### config.mk
export PLATFORM = sky130hd
export DESIGN_NAME = vga_sync_decoder
export DESIGN_NICKNAME = d
export VERILOG_FILES = /design/src/rtl/vga_pkg.sv /design/src/rtl/vga_edge_det.sv /design/src/rtl/vga_sync_decoder.sv
export SDC_FILE = /design/constraint.sdc
export NUM_CORES = 1
export LEC_CHECK = 0
export CAP_MARGIN = 20
export CORE_ASPECT_RATIO = 1.25
export CORE_MARGIN = 2
export CORE_UTILIZATION = 59
export CTS_BUF_LIST = sky130_fd_sc_hd__clkbuf_8
export DETAILED_ROUTE_END_ITERATION = 10
export PLACE_DENSITY = 0.89
export SETUP_SLACK_MARGIN = 0.05
export SKIP_LAST_GASP = 1
export SYNTH_ARGS = -nofsm -noshare
export SYNTH_HDL_FRONTEND = slang
export SYNTH_SLANG_ARGS = --single-unit
### constraint.sdc
create_clock -name CLOCK_50 -period 7.1 [get_ports CLOCK_50]
set_input_delay 2.13 -clock CLOCK_50 [delete_from_list [all_inputs] [get_ports CLOCK_50]]
set_output_delay 2.13 -clock CLOCK_50 [all_outputs]
set_load 0.02 [all_outputs]
### src/rtl/vga_pkg.sv
// Shared VGA definitions: 640x480@60 timing used by both the pixel generator
// and the decoder, count widths, and the decoder lock-state encoding.
package vga_pkg;
    localparam int VGA_H_ACTIVE = 640;
    localparam int VGA_H_FP     = 16;
    localparam int VGA_H_SYNC   = 96;
    localparam int VGA_H_BP     = 48;
    localparam int VGA_H_TOTAL  = VGA_H_ACTIVE + VGA_H_FP + VGA_H_SYNC + VGA_H_BP;

    localparam int VGA_V_ACTIVE = 480;
    localparam int VGA_V_FP     = 10;
    localparam int VGA_V_SYNC   = 2;
    localparam int VGA_V_BP     = 33;
    localparam int VGA_V_TOTAL  = VGA_V_ACTIVE + VGA_V_FP + VGA_V_SYNC + VGA_V_BP;

    localparam int H_W = 11;
    localparam int V_W = 10;

    typedef enum logic [1:0] {
        LK_UNLOCKED = 2'd0,
        LK_COUNT    = 2'd1,
        LK_LOCKED   = 2'd2
    } lock_state_t;
endpackage

### src/rtl/vga_edge_det.sv
// Single-signal edge detector; the history register only updates when en is
// high, so edges are judged between consecutive qualified samples.
module vga_edge_det #(
    parameter bit FALLING = 1'b0
) (
    input  logic clk,
    input  logic rst,
    input  logic en,
    input  logic d,
    output logic hit
);
    logic q;

    // History resets high so a signal already low out of reset reads as a fall.
    always_ff @(posedge clk) begin
        if (rst)     q <= 1'b1;
        else if (en) q <= d;
    end

    assign hit = FALLING ? (en & q & ~d) : (en & ~q & d);
endmodule

### src/rtl/vga_sync_decoder.sv
// Receive side of the VGA pixel interface: recovers pixel strobe, X/Y and RGB,
// measures line/frame totals and tracks timing lock.
module vga_sync_decoder
    import vga_pkg::*;
#(
    parameter int H_ACTIVE    = VGA_H_ACTIVE,
    parameter int H_TOTAL     = VGA_H_TOTAL,
    parameter int V_ACTIVE    = VGA_V_ACTIVE,
    parameter int V_TOTAL     = VGA_V_TOTAL,
    parameter int LOCK_FRAMES = 2
) (
    input  logic           CLOCK_50,
    input  logic           RESET,
    input  logic           VGA_CLK,
    input  logic           VGA_HS,
    input  logic           VGA_VS,
    input  logic           VGA_BLANK_N,
    input  logic [7:0]     VGA_R,
    input  logic [7:0]     VGA_G,
    input  logic [7:0]     VGA_B,
    output logic           pix_valid,
    output logic [H_W-1:0] pix_x,
    output logic [V_W-1:0] pix_y,
    output logic [23:0]    pix_rgb,
    output logic           line_start,
    output logic           frame_start,
    output logic [H_W-1:0] h_total_meas,
    output logic [V_W-1:0] v_total_meas,
    output logic           locked,
    output logic           timing_err
);
    logic           pstb, hs_fall, vs_fall;
    logic [H_W-1:0] h_cnt, x, x_cur;
    logic [V_W-1:0] y, v_cnt, y_line, y_cur, v_line;
    logic           y_seen, h_err, v_err, bad;
    logic [3:0]     good_cnt;
    logic           frame_bad;
    lock_state_t    state;

    vga_edge_det #(.FALLING(1'b0)) u_clk_det (
        .clk(CLOCK_50), .rst(RESET), .en(1'b1), .d(VGA_CLK), .hit(pstb));
    vga_edge_det #(.FALLING(1'b1)) u_hs_det (
        .clk(CLOCK_50), .rst(RESET), .en(pstb), .d(VGA_HS), .hit(hs_fall));
    vga_edge_det #(.FALLING(1'b1)) u_vs_det (
        .clk(CLOCK_50), .rst(RESET), .en(pstb), .d(VGA_VS), .hit(vs_fall));

    // Line actions feed frame actions so a coincident HS/VS fall is judged
    // with the closing line already counted.
    always_comb begin
        y_line = y;
        v_line = v_cnt;
        if (hs_fall) begin
            if (y_seen && (y != '1)) y_line = y + 1'b1;
            if (v_cnt != '1)         v_line = v_cnt + 1'b1;
        end
        x_cur = hs_fall ? '0 : x;
        y_cur = vs_fall ? '0 : y_line;
        h_err = (h_cnt == '1) || ((h_cnt + 1'b1) != H_W'(H_TOTAL)) ||
                (y_seen && (x != H_W'(H_ACTIVE)));
        v_err = (v_line == '1) || (v_line != V_W'(V_TOTAL)) ||
                (y_line == '1) || (y_line != V_W'(V_ACTIVE));
        bad   = (hs_fall && h_err) || (vs_fall && v_err);
    end

    always_ff @(posedge CLOCK_50) begin
        if (RESET) begin
            h_cnt <= '0; x <= '0; y <= '0; v_cnt <= '0; y_seen <= 1'b0;
            pix_valid <= 1'b0; pix_x <= '0; pix_y <= '0; pix_rgb <= '0;
            line_start <= 1'b0; frame_start <= 1'b0;
            h_total_meas <= '0; v_total_meas <= '0;
        end else begin
            pix_valid   <= 1'b0;
            line_start  <= 1'b0;
            frame_start <= 1'b0;
            if (pstb) begin
                line_start  <= hs_fall;
                frame_start <= vs_fall;
                y           <= y_cur;
                v_cnt       <= vs_fall ? '0 : v_line;
                if (hs_fall) begin
                    h_cnt        <= '0;
                    h_total_meas <= (h_cnt == '1) ? '1 : h_cnt + 1'b1;
                end else if (h_cnt != '1) begin
                    h_cnt <= h_cnt + 1'b1;
                end
                if (vs_fall) v_total_meas <= v_line;
                if (VGA_BLANK_N) begin
                    pix_valid <= 1'b1;
                    pix_x     <= x_cur;
                    pix_y     <= y_cur;
                    pix_rgb   <= {VGA_R, VGA_G, VGA_B};
                    x         <= (x_cur == '1) ? x_cur : x_cur + 1'b1;
                    y_seen    <= 1'b1;
                end else begin
                    x <= x_cur;
                    if (hs_fall) y_seen <= 1'b0;
                end
            end
        end
    end

    // A frame only counts as good if nothing failed anywhere inside it.
    always_ff @(posedge CLOCK_50) begin
        if (RESET) begin
            state <= LK_UNLOCKED; good_cnt <= '0; frame_bad <= 1'b0;
            locked <= 1'b0; timing_err <= 1'b0;
        end else if (pstb) begin
            case (state)
                LK_UNLOCKED: begin
                    if (vs_fall) begin
                        state     <= LK_COUNT;
                        good_cnt  <= '0;
                        frame_bad <= 1'b0;
                    end
                end
                default: begin
                    if (bad) begin
                        state      <= LK_COUNT;
                        good_cnt   <= '0;
                        locked     <= 1'b0;
                        timing_err <= 1'b1;
                        frame_bad  <= ~vs_fall;
                    end else if (vs_fall) begin
                        frame_bad <= 1'b0;
                        if (state == LK_COUNT && !frame_bad) begin
                            good_cnt <= good_cnt + 4'd1;
                            if ((good_cnt + 4'd1) == 4'(LOCK_FRAMES)) begin
                                state  <= LK_LOCKED;
                                locked <= 1'b1;
                            end
                        end
                    end
                end
            endcase
        end
    end
endmodule

---- Word-level counts from Yosys, hierarchy flattened ----
Index checks and enable logic that the tools add are counted.
operators by class
  muxes and demuxes ....................... 33
  bitwise gates (word level) .............. 11
  equality and inequality tests ........... 14
  reductions and logical operators ........ 30
  add/sub/neg operators ................... 5
operators with widths
  operator                                                  number
  two-way mux 11 bit                                        6
  two-way mux 10 bit                                        6
  inequality test 10 bit (second input constant)            3
  adder 11 x 1 -> 11 bit (second input constant)            2
  equality test 11 bit (second input constant)              2
  inequality test 11 x 10 -> 1 bit (second input constant)  2
  adder 10 x 1 -> 10 bit (second input constant)            2
  equality test 10 bit (second input constant)              2
  two-way mux 4 bit                                         5
  two-way mux 2 bit                                         6
  inequality test 11 bit (second input constant)            1
  two-way mux 1 bit                                         10
  inequality test 10 x 9 -> 1 bit (second input constant)   1
  AND reduction 2 bit                                       5
  AND reduction 5 bit                                       2
  nonzero test 2 bit                                        5
  logical OR 1 bit                                          6
  NOT 1 bit                                                 6
  nonzero test 3 bit                                        2
  AND 1 bit                                                 5
  logical AND 1 bit                                         5
  adder 4 x 1 -> 4 bit (second input constant)              1
  equality test 4 x 2 -> 1 bit (second input constant)      1
  AND reduction 4 bit                                       1
  other kinds (6)                                           6
word-level totals
  output and inout bits ................... 71
  input bits .............................. 30
  bits in registers ....................... 124

---- Depth between registers and ports, before layout ----
  depth after elaboration ................. 13
  gate-level depth with buffers ........... 12
  mapped depth without buffers ............ 10

---- By module ----
From an unflattened synthesis, not the netlist that was laid out.
unflattened totals
  cell total of the unflattened synthesis .. 733
  area, all modules ....................... 5800.6 um^2
modules (own cells, without submodules)
  module                        sequential area each (um^2)  area each (um^2)  instances  cells an instance
  vga_sync_decoder              2422.3                       5669.2            1          720
  vga_edge_det at u_hs_det ...  20.0                         45.0              2          4
  vga_edge_det at u_clk_det     20.0                         41.3              1          5

---- Worst setup path after synthesis ----
No wires, ideal clock.
  path kind ............................... input-to-reg
  start ................................... in VGA_HS
  end ..................................... reg x[5]
  data arrival time ....................... 4233 ps
  slack ................................... 2743 ps
  stages .................................. 12
  library setup time ...................... 124 ps
  cell sequence ........................... nand4bb_1 -> buf_1 -> clkbuf_1 -> and2_1 -> ha_1 -> nand2_1 -> nor3_1 -> a41oi_1 -> and4_1 -> nand2_1 -> xor2_1 -> nor2_1
between the ends
  longest elaborated chain between the ends .. 6
  elaborated cells on any way between the ends .. 7
  those cells by class .................... 1 x add/sub; 1 x eq/ne; 3 x mux; 2 x bitwise
RTL lines
  item                                                            RTL line                RTL
  from (decl)                                                     vga_sync_decoder.sv:15  input logic VGA_HS,
  NOT 1 bit (*)                                                   vga_edge_det.sv:20      assign hit = FALLING ? (en & q & ~d) : (en & ~q & d);
  AND 1 bit (*)                                                   vga_edge_det.sv:20
  two-way mux 11 bit (*)                                          vga_sync_decoder.sv:56  x_cur = hs_fall ? '0 : x;
  via x_cur[1]                                                    vga_sync_decoder.sv:33  logic [H_W-1:0] h_cnt, x, x_cur;
  adder 11 x 1 -> 11 bit or equality test 11 bit (tied branches)  vga_sync_decoder.sv:92  x <= (x_cur == '1) ? x_cur : x_cur + 1'b1;
  two-way mux 11 bit (*)                                          vga_sync_decoder.sv:92
  two-way mux 11 bit (*)                                          vga_sync_decoder.sv:87  if (VGA_BLANK_N) begin
  to (signal assigned)                                            vga_sync_decoder.sv:92
  to (signal assigned)                                            vga_sync_decoder.sv:95  x <= x_cur;
  to (decl)                                                       vga_sync_decoder.sv:33
Mark *: on every way through the listed nets, which the timed path passes. The rest lies on a longest branch.
A chain may end at the register's enable or synchronous reset.

---- Final worst setup path ----
  start ................................... in VGA_CLK
  end ..................................... reg good_cnt[2]
between the ends
  longest elaborated chain between the ends .. 12
  elaborated cells on any way between the ends .. 23
  those cells by class .................... 5 x eq/ne; 4 x mux; 5 x bitwise; 9 x reduce/logical
RTL lines
  item                                                                RTL line                 RTL
  from (decl)                                                         vga_sync_decoder.sv:14   input logic VGA_CLK,
  AND 1 bit (*)                                                       vga_edge_det.sv:20
  AND 1 bit (2 in series)                                             vga_edge_det.sv:20
  two-way mux 10 bit                                                  vga_sync_decoder.sv:52   if (hs_fall) begin
  equality test 10 bit or inequality test 10 bit (tied branches)      vga_sync_decoder.sv:60   v_err = (v_line == '1) || (v_line != V_W'(V_TOTAL)) ||
  logical OR 1 bit (2 in series)                                      vga_sync_decoder.sv:60
  logical OR 1 bit                                                    vga_sync_decoder.sv:61   (y_line == '1) || (y_line != V_W'(V_ACTIVE));
  logical AND 1 bit                                                   vga_sync_decoder.sv:62   bad = (hs_fall && h_err) || (vs_fall && v_err);
  logical OR 1 bit                                                    vga_sync_decoder.sv:62
  nonzero test 3 bit (no line), or another cell as far along          --
  AND reduction 4 bit (no line) or two-way mux 4 bit (tied branches)  --
  to (signal assigned)                                                vga_sync_decoder.sv:126  good_cnt <= good_cnt + 4'd1;
  to (decl)                                                           vga_sync_decoder.sv:36   logic [3:0] good_cnt;
Every way passes the cells marked *; elsewhere a longest branch is shown, timed or not.

==> metrics.sh <==
CRIT_SLOWEST_CELL='sky130_fd_sc_hd__and4bb_2'
NUM_VIAS=5404
NUMBER_OF_CELL_INSTANCES_ON_THE_WORST_REGISTER_TO_REGISTER_PATH=7
CTSLONGESTPATHBUFFERS=2
LEAKAGEPOWER_nW=2.472
LAYOUT.NETS=809
MAX_CAP_VIOL_COUNT=0
DRT_PRE_ANTENNA_ITERS=8
DP_HPWL_UM=9554
WL_PER_CELL_UM=15.88
POST-ROUTE-WORST-SETUP-SLACK_PS=2176
SYNTH_EDF_COUNT=0
N_ANTENNA_CELL=0
MAXCLOCKFREQUENCY_GHz=0.2031
NUMBER_OF_ANTENNA_VIOLATIONS_AT_THE_FIRST_CHECK_IN_GLOBAL_ROUTING=0
PORT_BUFFERS=100
CORE-AREA_UM2=9223
CRITICAL_PATH.REG2REG.ENDPOINT='good_cnt[2]'
SYNTHESIS.AREA_UM2=5653
CTS.HTREE.LEVELS=4
OUTCOME='finished, final reports clean'
DIE-WIDTH_UM=91.55
FINALWORSTPATHREQUIREDPERIOD_PS=4924
FIRST_GLOBAL_VIAS=5170
POST_SYNTH.CELL_AREA_AVG_UM2=8.181
DRT_WL_TOTAL_UM=14420
YS.WARNINGS.COUNT=0
CTS-BUFFERS-INSERTED=17
HOLDCRITSTARTPOINT='pix_x[1]'
PLACEMENT_ROWS=39
SEQUENTIAL_CELL_AREA_UM2=2482
IR_WORST_VDD_V=0.0002017
UNREPAIRED_SETUP_ENDPOINTS_AFTER_GLOBAL_ROUTING='no'
WORST-ENDPOINT-REQUIRED_PS=7460
PIN_COUNT_OF_THE_BIGGEST_NET_ENTERING_GLOBAL_ROUTING=57
SYNTH_LARGEST_TYPE_AREA_FRACTION_PCT=43.91
REG2REG_SLACK_PS=4020
DRTITER0DRC=396
MULTI_INPUT_COMB_AREA_UM2=2964
GRT-OVFL-TOTAL=0
POSTCTSRESIZEDCELLS=0
CLOCK-SINKS=124
CRITICAL_PATH_ARRIVAL_PS=5280
TRITONCTS='done'
CPLARGESTDELAYFAMILY='simple AND/OR/NAND/NOR gates'
FIN_WORST_SKEW_PS=8.881
SYNTH_COMMONEST_CELLS='sky130_fd_sc_hd__dfxtp_1, sky130_fd_sc_hd__nand2_1, sky130_fd_sc_hd__nor2_1, sky130_fd_sc_hd__a21oi_1, sky130_fd_sc_hd__clkbuf_1'
WORSTPATHCELLLIST='clkdlybuf4s50_1 -> and4bb_2 -> o311ai_4 -> or4_4 -> a2111oi_2 -> nand4b_1 -> a211o_1 -> o21bai_1'
TIMING.RR.START='u_clk_det.q'
ROUTABILITYCONGESTION=0.8759
YS_DOMINANT_REG_CELL='sky130_fd_sc_hd__dfxtp_1'
PORTS_PLACED_ON_THE_BOUNDARY=101
CRITICAL-PATH-MAX-STAGE-DELAY_PS=700
PATH_BUF_INV=1
SETUP-VIOLATIONS-FINAL=0
FIRST_PASS_GRT_WIRE_LENGTH_UM=23650
RELSLEWSLACK_PCT=35.71
SYNTHDISTINCTLIBCELLS=58
HOLD_PATH_SINK='pix_x[1]'
P_PER_AREA_nW_PER_UM2=199.6
GRT_USAGE_PCT=28.00
NATURE_OF_THE_CRITICAL_PATH_ENDPOINT='register'
WORST_HOLD_PATH_CELLS=2
PATH_TYPE_OF_THE_WORST_SETUP_PATH='input pin to register'
STARTPOINT_TYPE='input pin'
LAYOUT-DRIVE-GT1-SHARE_PCT=6.242
CLK_ROOT_BUFFER_CELL='sky130_fd_sc_hd__clkbuf_8'
EFFECTIVE_UTILIZATION_AT_FLOORPLAN_PCT=61.29
YS_FF_LATCH=124
CRITICAL_PATH_PEAK_FANOUT=30
DETAIL_ROUTE.VIAS_PER_CELL=5.952
TOTALNEGATIVESETUPSLACK_PS=0
SYNTH_TOP_CELLS_BY_AREA='sky130_fd_sc_hd__dfxtp_1, sky130_fd_sc_hd__nand2_1, sky130_fd_sc_hd__nor2_1, sky130_fd_sc_hd__a21oi_1, sky130_fd_sc_hd__xnor2_1'
POSTCTSHOLDBUFS=0
AREA_GROWTH_SYN_TO_LAYOUT_PCT=25.83
CLK_PIN_SLEW_PS=70
ASYNCSETRESETFLOPFRACSYNTH_PCT=0
FINAL-MAX-SLEW-VIOLATION-COUNT=0
TIMING.HOLD.WORST.CLASS='register to register'
POST_CTS_SETUP_BUFFERS=0
CLOCK_LATENCY_PS=440
FINAL.FILL_COUNT=653
FINAL_HOLD_VIOL_COUNT=0
MAPPEDNETLISTNETS=728
PERIOD_SHARE_PCT=69.35
DIE_AREA_UM2=10390
PLACE_WORST_SETUP_SLACK_PS=1737
DRCVIOLATIONCOUNT=0
POST-SYNTH-TOP-AREA-CELL='sky130_fd_sc_hd__dfxtp_1'
SYNTH_SEQ_AREA_SHARE_PCT=43.91
WORST-SLEW-PIN-TRANSITION_PS=964.4
CHIPHEIGHT_UM=113.4
FINAL_CORE_UTIL_PCT=77.13
DESIGN_POWER_TOTAL_mW=1.420
ANT_NETS=0
SYNTH.MOST_COMMON_CELL='sky130_fd_sc_hd__dfxtp_1'
SYN-INSTANCE-COUNT=691
[tightest hold or removal path: cells and delay by family, from the launching register on]
family           cells  cell delay, ps
flip-flops           1             310
AO/OA/AOI/OAI        1              50
AND/OR/NAND/NOR      1              50
[cell type report]
class / instances / share of cell area [%]
multi-input combinational: 511 / 41.67
sequential: 124 / 34.90
timing repair buffer: 105 / 14.81
clock buffer: 23 / 4.450
tap: 123 / 2.164
clock inverter: 9 / 1.319
inverter: 13 / 0.6860
[how the worst max path moves through the flow]
stage,startpoint,to,depth (start not counted)
finish,VGA_CLK,good_cnt[2],8
global route,VGA_CLK,good_cnt[2],8
floorplan,VGA_HS,x[5],12
detailed placement,VGA_CLK,good_cnt[2],8
global placement,VGA_CLK,good_cnt[2],8
CTS,VGA_CLK,good_cnt[2],8
[cells by family (layout without fill, tap and decap cells)]
group | count (synthesis) | after routing | share of synthesized area (%)
XOR/XNOR | 29 | 29 | 4.493
multiplexers | 10 | 10 | 1.793
AND/OR/NAND/NOR | 322 | 322 | 27.65
buffers and inverters | 56 | 150 | 3.785
AO/OA/AOI/OAI | 143 | 143 | 16.82
flip-flops | 124 | 124 | 43.91
adder cells (fa/ha/maj) | 7 | 7 | 1.549
[routing by layer]
metal,vias up,GRT usage [%],wire length [um]
met5,-,0,0
met4,0,12.63,363
met3,39,9.379,1225
met2,240,47.25,7001
met1,2535,32.17,5824
li1,2590,-,-
[per-stage QoR]
| step | hold slack, ps | area [um^2] | cells |
|---|---|---|---|
| final | 455.5 | 7113 | 908 |
| after global routing | 472.8 | 7113 | 908 |
| after CTS | 456.4 | 7086 | 907 |
| after detailed placement | 447.5 | 6675 | 875 |
| after global placement | 441.6 | 6675 | 875 |
| after floorplan | 432.1 | 5653 | 691 |
[layout by cell type, fill, tap and decap left out, drive strengths merged, types with 5 or more instances in the layout]
cell type      instances
nor4                  15
o21ai                 19
nor3b                  5
nor2b                  7
nand3b                 5
nand3                 20
and3                  12
nor2                  91
xor2                  11
or3                    8
nand4                  6
a211oi                15
buf                    6
nand2b                 9
xnor2                 18
a22oi                  9
dfxtp                124
nor3                  20
a31oi                  8
ha                     7
clkdlybuf4s50         99
a21oi                 63
and4                   5
inv                   17
clkbuf                23
and2                   6
mux2i                  9
nand2                101
[power breakdown]
group	internal, mW	total (mW)	switching [mW]
clock network	0.363	0.627	0.264
logic	0.0364	0.0831	0.0467
registers	0.704	0.710	0.00592
total	1.10	1.42	0.317
[registers in the layout, indices dropped and copies added (netlist names)]
register,cells
x,11
state,2
v_total_meas,10
y,10
pix_rgb,24
good_cnt,4
locked,1
pix_valid,1
pix_x,11
pix_y,10
u_vs_det.q,1
frame_bad,1
v_cnt,10
y_seen,1
timing_err,1
h_total_meas,11
line_start,1
u_clk_det.q,1
frame_start,1
u_hs_det.q,1
h_cnt,11
Note: power is estimated with default switching activity, not from simulation.
